**src/rtl/adc_logger_pkg.sv**
```systemverilog
// Shared types and constants for the ADC frame packer.
// Contents: sample/byte widths, the default frame sync byte and the packer FSM state type.
package adc_logger_pkg;

  localparam int unsigned SAMPLE_W = 16;
  localparam int unsigned BYTE_W   = 8;

  localparam logic [BYTE_W-1:0] SYNC_BYTE_DEFAULT = 8'hA5;

  // Each state names the byte currently presented on tx_data.
  typedef enum logic [2:0] {
    StIdle,
    StSync,
    StSeq,
    StDhi,
    StDlo,
    StChk
  } pack_state_e;

endpackage

```
**src/rtl/sample_fifo.sv**
```systemverilog
// Synchronous first-word-fall-through sample FIFO.
// Ports:
//   clk, res       clock, synchronous active-high reset (flushes the FIFO)
//   push, din      write din when push=1 and not full
//   pop            drop the head when pop=1 and not empty
//   dout           current head word
//   dout_next      word behind the head, valid when level >= 2
//   level          words currently held
//   full, empty    occupancy flags derived from level
module sample_fifo
  import adc_logger_pkg::*;
#(
  parameter int unsigned DEPTH = 16
) (
  input  logic                    clk,
  input  logic                    res,
  input  logic                    push,
  input  logic                    pop,
  input  logic [SAMPLE_W-1:0]     din,
  output logic [SAMPLE_W-1:0]     dout,
  output logic [SAMPLE_W-1:0]     dout_next,
  output logic [$clog2(DEPTH):0]  level,
  output logic                    full,
  output logic                    empty
);

  localparam int unsigned AW = $clog2(DEPTH);

  logic [SAMPLE_W-1:0] mem_q [DEPTH];
  logic [AW-1:0]       wr_ptr_q;
  logic [AW-1:0]       rd_ptr_q;
  logic [AW:0]         level_q;
  logic                do_push;
  logic                do_pop;

  assign full    = (level_q == (AW + 1)'(DEPTH));
  assign empty   = (level_q == '0);
  assign do_push = push & ~full;
  assign do_pop  = pop & ~empty;

  assign level     = level_q;
  assign dout      = mem_q[rd_ptr_q];
  // Lets the consumer register the next head's byte on the same edge that pops.
  assign dout_next = mem_q[rd_ptr_q + AW'(1)];

  always_ff @(posedge clk) begin
    if (do_push) begin
      mem_q[wr_ptr_q] <= din;
    end
  end

  always_ff @(posedge clk) begin
    if (res) begin
      wr_ptr_q <= '0;
      rd_ptr_q <= '0;
      level_q  <= '0;
    end else begin
      if (do_push) wr_ptr_q <= wr_ptr_q + AW'(1);
      if (do_pop)  rd_ptr_q <= rd_ptr_q + AW'(1);
      unique case ({do_push, do_pop})
        2'b10:   level_q <= level_q + (AW + 1)'(1);
        2'b01:   level_q <= level_q - (AW + 1)'(1);
        default: level_q <= level_q;
      endcase
    end
  end

endmodule

```
**src/rtl/adc_frame_packer.sv**
```systemverilog
// Packs ADC samples into framed byte stream: SYNC, SEQ, {hi, lo} x N, CHK.
// CHK is the XOR of the SEQ byte and every data byte.
// Ports:
//   clk, res              clock, synchronous active-high reset
//   drdy, adc_data        sample strobe (rising edge captures adc_data) and sample word
//   tx_data, tx_valid     registered output byte and its valid flag
//   tx_ready              sink ready; transfer on an edge with tx_valid && tx_ready
//   ovr_clr, overrun      clear and sticky flag for samples dropped on a full FIFO
//   fifo_level            samples held in the FIFO
//   frame_seq             sequence number of the frame being or next to be sent
module adc_frame_packer
  import adc_logger_pkg::*;
#(
  parameter int unsigned       SAMPLES_PER_FRAME = 4,
  parameter int unsigned       FIFO_DEPTH        = 16,
  parameter logic [BYTE_W-1:0] SYNC_BYTE         = SYNC_BYTE_DEFAULT
) (
  input  logic                          clk,
  input  logic                          res,
  input  logic                          drdy,
  input  logic [SAMPLE_W-1:0]           adc_data,
  output logic [BYTE_W-1:0]             tx_data,
  output logic                          tx_valid,
  input  logic                          tx_ready,
  input  logic                          ovr_clr,
  output logic                          overrun,
  output logic [$clog2(FIFO_DEPTH):0]   fifo_level,
  output logic [BYTE_W-1:0]             frame_seq
);

  localparam int unsigned LW = $clog2(FIFO_DEPTH) + 1;
  localparam int unsigned CW = (SAMPLES_PER_FRAME > 1) ? $clog2(SAMPLES_PER_FRAME) : 1;

  pack_state_e         state_q;
  logic                drdy_q;
  logic                rise;
  logic                fifo_push;
  logic                fifo_pop;
  logic                fifo_full;
  logic                fifo_empty;
  logic                drop;
  logic                xfer;
  logic                last_sample;
  logic [CW-1:0]       cnt_q;
  logic [BYTE_W-1:0]   chk_q;
  logic [SAMPLE_W-1:0] head;
  logic [SAMPLE_W-1:0] head_next;
  logic [SAMPLE_W-1:0] word_sel;

  assign rise      = drdy & ~drdy_q;
  // Fullness comes from the level at the start of the cycle, so a same-cycle pop
  // does not rescue a sample arriving on a full FIFO.
  assign fifo_push = rise & ~fifo_full;
  assign drop      = rise & fifo_full;

  assign xfer        = tx_valid & tx_ready;
  assign fifo_pop    = xfer & (state_q == StDlo) & ~fifo_empty;
  assign last_sample = (cnt_q == CW'(SAMPLES_PER_FRAME - 1));

  // On a DLO transfer the head is popped, so the next high byte comes from the word behind it.
  assign word_sel = (state_q == StDlo) ? head_next : head;

  sample_fifo #(
    .DEPTH (FIFO_DEPTH)
  ) u_fifo (
    .clk       (clk),
    .res       (res),
    .push      (fifo_push),
    .pop       (fifo_pop),
    .din       (adc_data),
    .dout      (head),
    .dout_next (head_next),
    .level     (fifo_level),
    .full      (fifo_full),
    .empty     (fifo_empty)
  );

  always_ff @(posedge clk) begin
    if (res) begin
      drdy_q  <= 1'b0;
      overrun <= 1'b0;
    end else begin
      drdy_q <= drdy;
      if (drop) begin
        overrun <= 1'b1;
      end else if (ovr_clr) begin
        overrun <= 1'b0;
      end
    end
  end

  always_ff @(posedge clk) begin
    if (res) begin
      state_q   <= StIdle;
      tx_valid  <= 1'b0;
      tx_data   <= '0;
      chk_q     <= '0;
      cnt_q     <= '0;
      frame_seq <= '0;
    end else begin
      unique case (state_q)
        StIdle: begin
          if (fifo_level >= LW'(SAMPLES_PER_FRAME)) begin
            state_q  <= StSync;
            tx_valid <= 1'b1;
            tx_data  <= SYNC_BYTE;
            chk_q    <= '0;
            cnt_q    <= '0;
          end
        end
        StSync: begin
          if (xfer) begin
            state_q <= StSeq;
            tx_data <= frame_seq;
          end
        end
        StSeq: begin
          if (xfer) begin
            state_q <= StDhi;
            tx_data <= word_sel[15:8];
            chk_q   <= chk_q ^ tx_data;
          end
        end
        StDhi: begin
          if (xfer) begin
            state_q <= StDlo;
            tx_data <= word_sel[7:0];
            chk_q   <= chk_q ^ tx_data;
          end
        end
        StDlo: begin
          if (xfer) begin
            chk_q <= chk_q ^ tx_data;
            if (last_sample) begin
              state_q <= StChk;
              tx_data <= chk_q ^ tx_data;
            end else begin
              state_q <= StDhi;
              cnt_q   <= cnt_q + CW'(1);
              tx_data <= word_sel[15:8];
            end
          end
        end
        StChk: begin
          if (xfer) begin
            state_q   <= StIdle;
            tx_valid  <= 1'b0;
            tx_data   <= '0;
            frame_seq <= frame_seq + 8'd1;
          end
        end
        default: begin
          state_q  <= StIdle;
          tx_valid <= 1'b0;
        end
      endcase
    end
  end

endmodule

```
**config.mk**
```make
export PLATFORM = sky130hd
export DESIGN_NAME = adc_frame_packer
export DESIGN_NICKNAME = d
export VERILOG_FILES = /design/src/rtl/adc_logger_pkg.sv /design/src/rtl/sample_fifo.sv /design/src/rtl/adc_frame_packer.sv
export SDC_FILE = /design/constraint.sdc
export NUM_CORES = 1
export LEC_CHECK = 0
export ABC_AREA = 1
export CAP_MARGIN = 10
export CORE_MARGIN = 5
export CORE_UTILIZATION = 30
export DETAILED_ROUTE_END_ITERATION = 10
export HOLD_SLACK_MARGIN = 0.05
export PLACE_DENSITY = 0.49
export SYNTH_ARGS = -nofsm -noshare
export SYNTH_HDL_FRONTEND = slang
export SYNTH_SLANG_ARGS = --single-unit
```
**constraint.sdc**
```tcl
create_clock -name clk -period 2.5 [get_ports clk]
set_clock_uncertainty 0.15 [all_clocks]
set_input_delay 0.25 -clock clk [delete_from_list [all_inputs] [get_ports clk]]
set_output_delay 0.25 -clock clk [all_outputs]
set_load 0.05 [all_outputs]
```
After elaboration in Yosys (flattened, before gate mapping)
Memory sizes are Yosys's and may differ from the RTL's. A register that Yosys moved wholly into a read port is not among the register bits.
Cells that the tools add are included.
Storage, ports and cells
  register bits after elaboration: 45
  memory bits (writable): 256
  memories: 1
  output and inout bits: 23
Memory list
  u_fifo.mem_q: words 16, bits a word 16, read ports 2, clocked after Yosys merged registers in 1, write ports 1, line sample_fifo.sv:29  | logic [SAMPLE_W-1:0] mem_q [DEPTH];
Operators by class
  reductions and logical operators: 15
  equal/unequal tests: 17
  add/sub/neg operators: 6
  bitwise operators: 13
  muxes and demuxes: 34
  magnitude comparators: 1
Operator list (number)
  8-bit two-way mux: 9
  8-bit case mux with 6 select lines: 1
  3-bit two-way mux: 7
  3-bit case mux with 6 select lines: 1
  16-bit two-way mux: 1
  8-bit case mux with 2 select lines: 1
  2-bit != test (second input constant): 7
  5-bit case mux with 2 select lines: 1
  4-bit by 1-bit adder with 4-bit output (second input constant): 2
  8-bit by 1-bit adder with 8-bit output (second input constant): 1
  1-bit bitwise AND: 8
  4-bit two-way mux: 2
  2-bit nonzero test: 4
  8-bit XOR: 1
  7-bit AND reduction: 1
  3-bit by 2-bit == test with 1-bit output (second input constant): 2
  3-bit == test (second input constant): 2
  1-bit two-way mux: 6
  2-bit two-way mux: 3
  3-bit AND reduction: 2
  6-bit AND reduction: 1
  6-bit nonzero test: 1
  5-bit by 1-bit adder with 5-bit output (second input constant): 1
  5-bit == test (second input constant): 1
  16 further kinds: 20

Logic depth before layout (Yosys ltp)
Gate-level depths: netlist of the first run.
  word-level depth: 6
  mapped depth: 15
  depth with buffers taken out: 14

By module
A second synthesis of the first run with hierarchy kept.
Unflattened totals
  cells, all modules: 1696
  area total of the unflattened synthesis: 15391.0 sq um
By module, submodules not included
  sample_fifo: cells an instance 1366, area each 13409.1 sq um, instances 1, seq. area each 8027.7 sq um
  adc_frame_packer: cells an instance 330, area each 1981.9 sq um, instances 1, seq. area each 640.6 sq um

Least setup slack after synthesis of the first run
Ideal clock, no wire load.
  kind: reg-to-reg
  start point: register u_fifo.level_q[2], in the netlist u_fifo.level[2]
  end point: register u_fifo.level_q[4], in the netlist u_fifo.level[4]
  path buffers: 0
  clock period less this slack: 2.880 ns
  data required time: 2.279 ns
  stages on the path, launching flop included: 15
  arrival time: 2.659 ns
  slack: -0.380 ns
  cells stage by stage: dfxtp_1 nor2_1 inv_1 nor4_1 nor3_2 ha_1 xor2_1 ha_1 a21o_1 nand2_1 nand2_1 a21oi_1 xor2_1 nand2_1 a21oi_1
On the way
  word-level cells in the longest chain between the ends: 6
Ends and longest elaborated chain
  start, declared: line sample_fifo.sv:32  | logic [AW:0] level_q;
  start signal, assigned: line sample_fifo.sv:61  | 2'b10: level_q <= level_q + (AW + 1)'(1);
  start signal, assigned: line sample_fifo.sv:62  | 2'b01: level_q <= level_q - (AW + 1)'(1);
  start signal, assigned: line sample_fifo.sv:63  | default: level_q <= level_q;
  5-bit == test / 5-bit zero test (equally long branches): line sample_fifo.sv:36, sample_fifo.sv:37
  1-bit inverter, on equally long branches
  1-bit bitwise AND, on equally long branches: line adc_frame_packer.sv:53, adc_frame_packer.sv:57
  1-bit bitwise AND, on equally long branches: line sample_fifo.sv:38, sample_fifo.sv:39
  2-bit by 1-bit == test with 1-bit output / 2-bit == test (equally long branches): line sample_fifo.sv:60  | unique case ({do_push, do_pop})
  5-bit case mux with 2 select lines / 2-bit nonzero test (equally long branches)
Parallel ways exist; a longest one is shown, timed or not.
A chain may end at the register's enable or synchronous reset.

Worst setup path in the final report of the first run
  start point: register u_fifo.level_q[3], in the netlist u_fifo.level[3]
  end point: register u_fifo.level_q[4], in the netlist u_fifo.level[4]
The elaborated chain is that of the path after synthesis.

==> flow_summary.json, run 1 <==
{
  "p_sw_mw": 3.59,
  "viasPerCell": 5.08,
  "vdd_drop_max_uv": 334,
  "comb_power_share_pct": 15.9,
  "switching_share_pct": 28.1,
  "cts_made_buffers": 36,
  "clk_pin_slew_worst_paths_ns": 0.06,
  "yosys_warnings": 0,
  "ys_seq_area_share_pct": 55.5,
  "row_count": 83,
  "clock.fmax_mhz": 430,
  "gp_congestion": 0.846,
  "synth-simple-area-share_pct": 20.1,
  "multiInputGateArea_um2": 5560,
  "outcome": "finished clean",
  "first_global_vias": 12309,
  "initial_utilization_pct": 30.4,
  "hpwlAfterDp_um": 31100,
  "slew_viol_final": 0,
  "end_kind": "flop",
  "synth_ff_type": "edfxtp_1",
  "cts.sinks": 305,
  "cp_max_fo": 2,
  "yosys-top-cells-area": "edfxtp_1 (49%), nand3_1 (8.9%), nand2_1 (8.8%), dfxtp_1 (6.3%), inv_1 (5.3%)",
  "totalPowerFinal_mw": 12.8,
  "synth.distinct_cells": 45,
  "maxCapViolCount": 0,
  "ctsHoldBuffers": 0,
  "p_clk_share_pct": 39.2,
  "cts.htree.levels": 2,
  "crit_chain": "nor2_4 > inv_2 > nor4_4 > nor3_4 > ha_2 > xor2_1 > ha_2 > a21o_1 > nand2_1 > nand2_1 > a21oi_2 > xor2_1 > nand2_1 > a21oi_1",
  "post_drt_wl_per_cell_um": 19.4,
  "grt_antenna_before_repair": 0,
  "cts_setup_buffers": 0,
  "seq_power_share_pct": 45.0,
  "postSynthAreaPerCell_um2": 8.89,
  "fill_cells": 5117,
  "setup_viol_count_final": 0,
  "cts_resized": 0,
  "synthXorXnorAreaFrac_pct": 0.938,
  "fin_crit_ns": 2.33,
  "rsz0062_at_grt": "yes",
  "critPathSlowestCell": "dfxtp_2",
  "relSlewSlack_pct": 48.3,
  "ios": 44,
  "remaining_drc_errors": 0,
  "synth_area_um2": 15600,
  "period_share_pct": 93.1,
  "fp.dieH_um": 238,
  "crit_top_cell": "nand2_1",
  "hold_violations": 0,
  "synth_top_family_by_area": "simple AND/OR/NAND/NOR gates",
  "synth_edf_count": 256,
  "dr.pass1.iters": 5,
  "synth_mux_area_share_pct": 0,
  "synth_top_area_share_pct": 49.2,
  "max_stage_delay_ns": 0.33,
  "crit_family": "simple AND/OR/NAND/NOR gates",
  "cts_tree": "yes",
  "core_area_um2": 51400,
  "antenna_cells": 0,
  "finalNetCount": 1844,
  "worst_pin_slew_ns": 0.773,
  "yosysMostFrequentCell": "nand2_1",
  "register_area_um2": 8690,
  "power.internal_mw": 9.20,
  "drtIter0Drc": 1172,
  "drive_gt1_share_pct": 10.6,
  "drt.antenna.violating_nets": 0,
  "synth_compound_area_share_pct": 13.1,
  "syn2layout_area_growth_pct": 18.4,
  "drt-total-wl_um": 48900,
  "insertion_delay_ns": 0.54,
  "power.density_nw_per_um2": 691,
  "ys_top_cells_by_count": "nand2_1 (366), nand3_1 (277), edfxtp_1 (256)",
  "cp-start-kind": "flop",
  "leakage_nw": 7.00,
  "vias": 12775,
  "required_ns": 2.82,
  "synthAdderAreaFrac_pct": 0.881,
  "ys_ff_latch": 305,
  "worst_ep_arrival_time_ns": 2.64,
  "grt_pass1_wl_um": 74700,
  "overflow": 0,
  "syn_inst": 1757,
  "hold_path.class": "input port to flop",
  "cp.buffers_inverters": 1,
  "setup_tns_ns": 0,
  "hold_slack_ns": 0.106,
  "synth_nets": 1789,
  "die_w_um": 238,
  "cts-root-buf": "clkbuf_16",
  "io_buffer_count": 43,
  "die-area_um2": 56700,
  "crit_type": "flop to flop",
  "grt_max_degree": 109,
  "synthArstFlopShare_pct": 0,
  "synth_top_area_cell": "edfxtp_1",
  "grt_usage_pct": 16.9,
  "clock_path_buffers": 3
}
## kinds of logic after synthesis
group,count (synthesis)
AOI/OAI and AO/OA,368
xor gates and xnor gates,15
adders and majority gates,11
buffers and inverters,342
DFF,305
and+or+nand+nor,716
## cells in the final DEF (no fill, tap or decap), types with 8 or more instances in the layout
cell,netlist,final
clkdlybuf4s50_1,0,43
clkbuf_16,0,38
o211ai_1,64,64
ha_1,11,8
nand3_1,277,277
buf_4,9,58
edfxtp_1,256,256
dfxtp_1,49,40
xor2_1,8,8
nor2_2,3,19
inv_1,220,219
inv_2,8,9
o21ai_1,10,10
o21ai_0,131,131
nand2_1,366,366
clkinv_2,0,10
a21oi_1,147,146
nor2_1,43,26
buf_12,0,24
## metrics by stage
step | cell area, µm² | instances | util [%] | setup WS [ns]
floorplan | 15600 | 1757 | - | 0.0122
global placement | 17300 | 2453 | 33.7 | -0.0838
detailed placement | 17300 | 2453 | 33.7 | -0.0400
CTS | 18400 | 2516 | 35.9 | 0.0500
global route | 18500 | 2517 | 36.0 | 0.0133
finish | 18500 | 2517 | 36.0 | 0.172
## power by group through the flow
stage / clock network [mW] / registers (mW) / logic, mW
after floorplan: 0 / 5.98 / 1.11
after global placement: 0 / 5.85 / 2.00
after detailed placement: 0 / 5.85 / 2.02
after CTS: 5.15 / 5.74 / 2.02
after global routing: 5.38 / 5.76 / 2.23
final: 5.01 / 5.75 / 2.03
## worst min-delay path: cells and delay by family
| kind | cells | cell delay, ns |
|---|---|---|
| buffers and inverters | 2 | 0.47 |
| AND/OR/NAND/NOR | 1 | 0.04 |
## final cells by class
cell class / count / share of cell area (%)
Clock buffer: 51 / 5.67
Clock inverter: 12 / 0.338
Inverter: 232 / 4.74
Multi-Input combinational cell: 1110 / 30.1
Sequential cell: 305 / 47.0
Tap cell: 680 / 4.60
Timing Repair Buffer: 127 / 7.57
## final timing paths
path	depth (start not counted)	slack [ns]	start	endpoint
worst max-delay path	14	0.17	u_fifo.level[3]	u_fifo.level[4]
worst min-delay path	3	0.11	drdy	drdy_q
worst max register to register	14	0.17	u_fifo.level[3]	u_fifo.level[4]
worst min register to register	2	0.32	overrun	overrun
## state kept, by name, summed over array words and instances, names as in the netlist, named ones only
register         cells
state_q              3
tx_valid             1
drdy_q               1
frame_seq            8
overrun              1
cnt_q                2
u_fifo.rd_ptr_q      4
u_fifo.mem_q       256
u_fifo.wr_ptr_q      4
chk_q                8
tx_data              8
u_fifo.level         5
## metal layers
layer | share of wire (%) | up-vias | routed length [µm] | global-route usage, %
met1 | 44 | 6100 | 21300 | 22.8
li1 | - | 6124 | - | -
met2 | 47 | 479 | 22800 | 27.6
met3 | 7.4 | 72 | 3600 | 3.56
met4 | 2.5 | 0 | 1220 | 5.13
met5 | 0 | - | 0 | 0
(Power assumes the default switching activity.)
==> run 2, diff against run 1 <==
Settings changed: ABC_AREA 1 to default.
==> run 2 against run 1 <==
The flow now finishes with violations (negative setup slack). Register-to-register slack lost 0.36 ns. Global-route usage shrank 1.6 points. Hold slack gained 0.055 ns. Sequential power shrank 0.9%. Core utilization grew 1.9 points. Sequential share of layout area grew 2.1 points. Cell area shrank 4.2%. Critical endpoint unchanged. Largest cell class unchanged.
==> flow_summary.json, run 2 <==
{
  "outcome": "finished, violations left",
  "violations": "negative setup slack",
  "clk_pin_slew_worst_paths_ns": 0.06,
  "fin_crit_ns": 2.69,
  "core_area_um2": 46800,
  "maxCapViolCount": 0,
  "synth_edf_count": 256,
  "hold_slack_ns": 0.161,
  "synth_top_area_share_pct": 54.0,
  "io_buffer_count": 43,
  "ys_ff_latch": 305,
  "grt_antenna_before_repair": 1,
  "dpl_cell_area_um2": 16500,
  "synth.distinct_cells": 61,
  "cts-root-buf": "clkbuf_16",
  "yosys-top-cells-area": "edfxtp_1 (54%), mux4_2 (7.0%), dfxtp_1 (6.9%), mux2i_1 (6.1%), mux2_2 (3.2%)",
  "cts_made_buffers": 36,
  "synth_ff_type": "edfxtp_1",
  "worst_pin_slew_ns": 0.611,
  "grt_usage_pct": 15.3,
  "synth_top_area_cell": "edfxtp_1",
  "cp_max_fo": 3,
  "synthArstFlopShare_pct": 0,
  "hold_path.class": "input port to flop",
  "hold_violations": 0,
  "post_drt_wl_per_cell_um": 23.6,
  "yosysMostFrequentCell": "edfxtp_1",
  "synth_area_um2": 14200,
  "final_common_cell": "edfxtp_1",
  "viasPerCell": 5.24,
  "first_global_vias": 9313,
  "whs_path_depth": 2,
  "clock.fmax_mhz": 372,
  "period_share_pct": 107,
  "postSynthAreaPerCell_um2": 14.6,
  "drt.antenna.violating_nets": 0,
  "gp_congestion": 0.809,
  "grt_max_degree": 37,
  "overflow": 0,
  "ys_seq_area_share_pct": 60.9,
  "cts.htree.levels": 2,
  "required_ns": 2.80,
  "setup_viol_count_final": 1,
  "crit_type": "flop to flop",
  "setup_tns_ns": -0.186,
  "insertion_delay_ns": 0.53,
  "leakage_nw": 5.67,
  "die_w_um": 228,
  "drt-total-wl_um": 41500,
  "end_kind": "flop",
  "largest_reg_flops": 256,
  "rsz0062_at_grt": "yes",
  "slew_viol_final": 0,
  "power.density_nw_per_um2": 682,
  "row_count": 79,
  "syn_inst": 973,
  "finalNetCount": 1156,
  "clock_path_buffers": 3,
  "vdd_drop_max_uv": 366,
  "antenna_cells": 0,
  "dp_slack_ns": -0.390,
  "ys_top_cells_by_count": "edfxtp_1 (256), mux2i_1 (87), nor2_1 (63)",
  "reg2reg_depth": 12,
  "grt_pass1_wl_um": 60900,
  "remaining_drc_errors": 0,
  "final_cell_mix": "edfxtp_1 (256), buf_4 (113), mux2i_1 (87)",
  "vias": 9196,
  "cts_tree": "yes",
  "design_area_um2": 17700,
  "worst_ep_arrival_time_ns": 2.99,
  "largest-register": "u_fifo.mem_q",
  "synth_nets": 1005,
  "drtIter0Drc": 788,
  "syn2layout_area_growth_pct": 24.4,
  "cp-start-kind": "flop",
  "fp.dieH_um": 228,
  "cts.sinks": 305,
  "relSlewSlack_pct": 59.1,
  "ios": 44,
  "drive_gt1_share_pct": 27.7,
  "die-area_um2": 51900,
  "fin_ws_ns": -0.186,
  "hpwlAfterDp_um": 28200,
  "initial_utilization_pct": 30.5,
  "final_core_util_pct": 37.9,
  "dr.pass1.iters": 5,
  "yosys_warnings": 0
}
[run 2: cell count changes after synthesis, moves of 16 or more]
cell | before | now
nand2_1 | 366 | 28
nand3_1 | 277 | 26
inv_1 | 220 | 7
o21ai_0 | 131 | 16
a21oi_1 | 147 | 40
mux2i_1 | 0 | 87
o211ai_1 | 64 | 4
mux4_2 | 0 | 44
mux2_2 | 0 | 41
buf_2 | 55 | 29
a22oi_1 | 0 | 25
nor2_1 | 43 | 63
o22ai_1 | 4 | 21
nand2b_1 | 0 | 16
[run 2: final timing paths]
check                                startpoint              end  slack [ns]
worst max register to register  u_fifo.level[0]  u_fifo.level[4]       -0.19
worst min-delay path                       drdy           drdy_q        0.16
worst min register to register         cnt_q[1]         cnt_q[1]        0.32
worst max-delay path            u_fifo.level[0]  u_fifo.level[4]       -0.19
[run 2: area by class of cell]
type,instances,area (µm²)
clock buffers,44,973
clock inverters,19,176
fillers,4416,29000
inverters,8,30.0
multi-input cells,593,5360
flip-flops and latches,305,8690
well taps,607,759
repair buffers,180,1720
[run 2: repair_timing]
item / in CTS / in global routing
endpoints found under the setup margin: 3 / 8
gates resized for setup: 3 / 13
setup buffers: 1 / 3
hold buffers: 1 / 0
pin swaps: 2 / 5
endpoints found under the hold margin: 8 / 0
[run 2: report_power, final]
group          total (mW)  internal (mW)  leakage [nW]  switching [mW]
combinational        1.25          0.469          2.40           0.784
clock                5.12           3.07         0.557            2.05
sequential           5.70           5.61          2.71          0.0973
total                12.1           9.15          5.67            2.93
[run 2: per-layer routing]
| layer | track usage (%) | vias to the layer above | wire, µm |
|---|---|---|---|
| met5 | 0 | - | 62 |
| met4 | 3.61 | 4 | 713 |
| met3 | 3.19 | 59 | 2310 |
| met2 | 24.9 | 259 | 19500 |
| met1 | 21.4 | 4678 | 18900 |
| li1 | - | 4196 | - |
[run 2: cell families (layout without fill, tap and decap cells)]
logic type                 after synthesis  in the layout  synth area share (%)
and+or+nand+nor                        202            202                  7.06
buffers and inverters                   75            251                  2.78
xor gates and xnor gates                23             23                  1.57
adders and majority gates               11             11                 0.966
DFF                                    305            305                  60.9
muxes                                  183            183                  18.3
AOI/OAI and AO/OA                      174            174                  8.42
[run 2: critical path: stages, from the launching register on]
cell and delay (ns):
dfxtp_2 0.33, nor4_4 0.35, nor2b_4 0.23, nor3_4 0.04
ha_2 0.19, xor2_1 0.14, ha_2 0.19, o21a_1 0.16
o22a_1 0.20, a21oi_2 0.13, xor2_1 0.08, or3_1 0.32
a21oi_2 0.11
[run 2: metrics by stage]
step	instances	power [mW]
2_1_floorplan	973	6.49
3_3_place_gp	1688	7.06
3_5_place_dp	1688	7.07
4_1_cts	1753	12.2
5_1_grt	1756	12.5
6_report	1756	12.1
==> run 3, diff against run 2 <==
Settings changed: SETUP_SLACK_MARGIN from default to 0.1.
==> run 3 against run 2 <==
The flow still finishes with violations (negative setup slack). Hold slack got worse by 0.0050 ns. Largest cell class unchanged. Sequential share of layout area decreased by 1.6 points. Count of clock-buffer cells in the layout increased by 3. Clock power decreased by 5.9%. Non-clock buffer count increased by 9.
==> flow_summary.json, run 3 (same netlist as run 2, synthesis figures left out) <==
{
  "outcome": "finished, violations left",
  "violations": "negative setup slack",
  "final_cell_mix": "edfxtp_1 (256), buf_4 (93), mux2i_1 (86)",
  "rsz0062_at_grt": "yes",
  "overflow": 0,
  "reg2reg_slack_ns": -0.15,
  "setup_tns_ns": -0.158,
  "dr.pass1.iters": 5,
  "core_area_um2": 46800,
  "crit_chain": "nor4_4 > buf_4 > a21boi_2 > inv_1 > ha_2 > xor2_1 > ha_2 > a21boi_2 > o22a_1 > a21oi_2 > xor2_1 > or3_1 > a21oi_2",
  "relSlewSlack_pct": 60.3,
  "grt_max_degree": 27,
  "gp_congestion": 0.793,
  "cts.sinks": 305,
  "first_global_vias": 9327,
  "final_common_cell": "edfxtp_1",
  "reg2reg_from": "u_fifo.level[0]",
  "cts_made_buffers": 36,
  "cp_max_fo": 3,
  "p_clk_share_pct": 40.9,
  "hpwlAfterDp_um": 27700,
  "drtIter0Drc": 905,
  "cp-start-kind": "flop",
  "cts.htree.levels": 2,
  "dp_slack_ns": -0.408,
  "die_w_um": 228,
  "largest-register": "u_fifo.mem_q",
  "seq_power_share_pct": 48.3,
  "syn2layout_area_growth_pct": 28.4,
  "row_count": 79,
  "power.internal_mw": 8.89,
  "crit_family": "simple AND/OR/NAND/NOR gates",
  "end_kind": "flop",
  "clock.fmax_mhz": 377,
  "maxCapViolCount": 0,
  "required_ns": 2.82,
  "finalNetCount": 1165,
  "period_share_pct": 106,
  "cp-startpoint": "u_fifo.level[0]",
  "ios": 44,
  "drt.antenna.violating_nets": 0,
  "vdd_drop_max_uv": 419,
  "viasPerCell": 5.27,
  "slew_viol_final": 0,
  "worst_pin_slew_ns": 0.594,
  "insertion_delay_ns": 0.53,
  "fp.dieH_um": 228,
  "switching_share_pct": 24.6,
  "fin_ws_ns": -0.154,
  "clock_path_buffers": 3,
  "cts-root-buf": "clkbuf_16",
  "dpl_cell_area_um2": 16500,
  "cp.buffers_inverters": 2,
  "reg2reg_depth": 13,
  "grt_usage_pct": 15.9,
  "worst_ep_arrival_time_ns": 2.97,
  "p_sw_mw": 2.90,
  "hold_violations": 0,
  "post_drt_wl_per_cell_um": 24.2,
  "initial_utilization_pct": 30.5,
  "clk_pin_slew_worst_paths_ns": 0.05,
  "max_stage_delay_ns": 0.33,
  "crit_type": "flop to flop",
  "drt-total-wl_um": 42900,
  "die-area_um2": 51900,
  "cp.depth": 13,
  "leakage_nw": 5.87,
  "cts_tree": "yes",
  "power.density_nw_per_um2": 645,
  "io_buffer_count": 43,
  "drive_gt1_share_pct": 30.5,
  "fin_crit_ns": 2.65,
  "grt_antenna_before_repair": 1,
  "final_core_util_pct": 39.1,
  "critPathSlowestCell": "dfxtp_2",
  "grt_pass1_wl_um": 62300,
  "largest_reg_flops": 256,
  "hold_path.class": "input port to flop",
  "comb_power_share_pct": 10.8,
  "remaining_drc_errors": 0,
  "setup_viol_count_final": 2,
  "vias": 9327,
  "design_area_um2": 18300,
  "r2r_end": "u_fifo.level[4]",
  "endpoint": "u_fifo.level[4]"
}
==> run 3: power groups by stage <==
stage / clock, mW / sequential (mW) / combinational, mW
floorplan: 0 / 5.94 / 0.552
finish: 4.82 / 5.70 / 1.27
global placement: 0 / 5.80 / 1.25
CTS: 4.94 / 5.70 / 1.27
global route: 5.19 / 5.71 / 1.38
detailed placement: 0 / 5.80 / 1.26
==> run 3: final cells by class <==
type | instances | area [µm²]
Inverter | 8 | 30.0
Tap cell | 607 | 759
Timing Repair Buffer | 189 | 2170
Clock inverter | 18 | 93.8
Antenna cell | 2 | 5.00
Clock buffer | 47 | 993
Multi-Input combinational cell | 593 | 5550
Sequential cell | 305 | 8690
Fill cell | 4331 | 28500
==> run 3: worst reg2reg max path, stage by stage (launching register included) <==
cell	delay, ns
dfxtp_2	0.33
nor4_4	0.31
buf_4	0.17
a21boi_2	0.05
inv_1	0.08
ha_2	0.18
xor2_1	0.16
ha_2	0.21
a21boi_2	0.15
o22a_1	0.14
a21oi_2	0.06
xor2_1	0.16
or3_1	0.33
a21oi_2	0.12
==> run 3: worst min-delay path by stage <==
stage                            from                  to  slack, ns  cells after the start
after CTS                        drdy              drdy_q       0.14                      2
after detailed placement     cnt_q[1]            cnt_q[1]       0.31                      2
final                            drdy              drdy_q       0.16                      2
after floorplan           adc_data[0]  u_fifo.mem_q[0][0]       0.20                      0
after global routing             drdy              drdy_q       0.15                      2
after global placement       cnt_q[1]            cnt_q[1]       0.30                      2
==> run 3: per-layer routing <==
metal	share of wire, %	up-vias	global-route usage, %	wire, µm
li1	-	4216	-	-
met1	43	4729	21.2	18300
met2	48	309	26.2	20500
met3	6.1	73	3.08	2630
met4	3.2	0	5.22	1370
met5	0	-	0	0
==> run 3: repair_timing <==
action / in CTS / in global routing
gates cloned: 5 / 3
endpoints found under the hold margin: 8 / 0
hold buffers: 1 / 0
pin swaps: 19 / 34
buffers inserted: 7 / 11
setup endpoints to repair: 9 / 12
gates resized for setup: 46 / 45
==> run 3: through the flow <==
stage               hold WS (ns)  power, mW  cells
floorplan                  0.199       6.49    973
global placement           0.300       7.05   1676
detailed placement         0.306       7.06   1676
CTS                        0.139       11.9   1754
global route               0.153       12.3   1767
finish                     0.156       11.8   1769
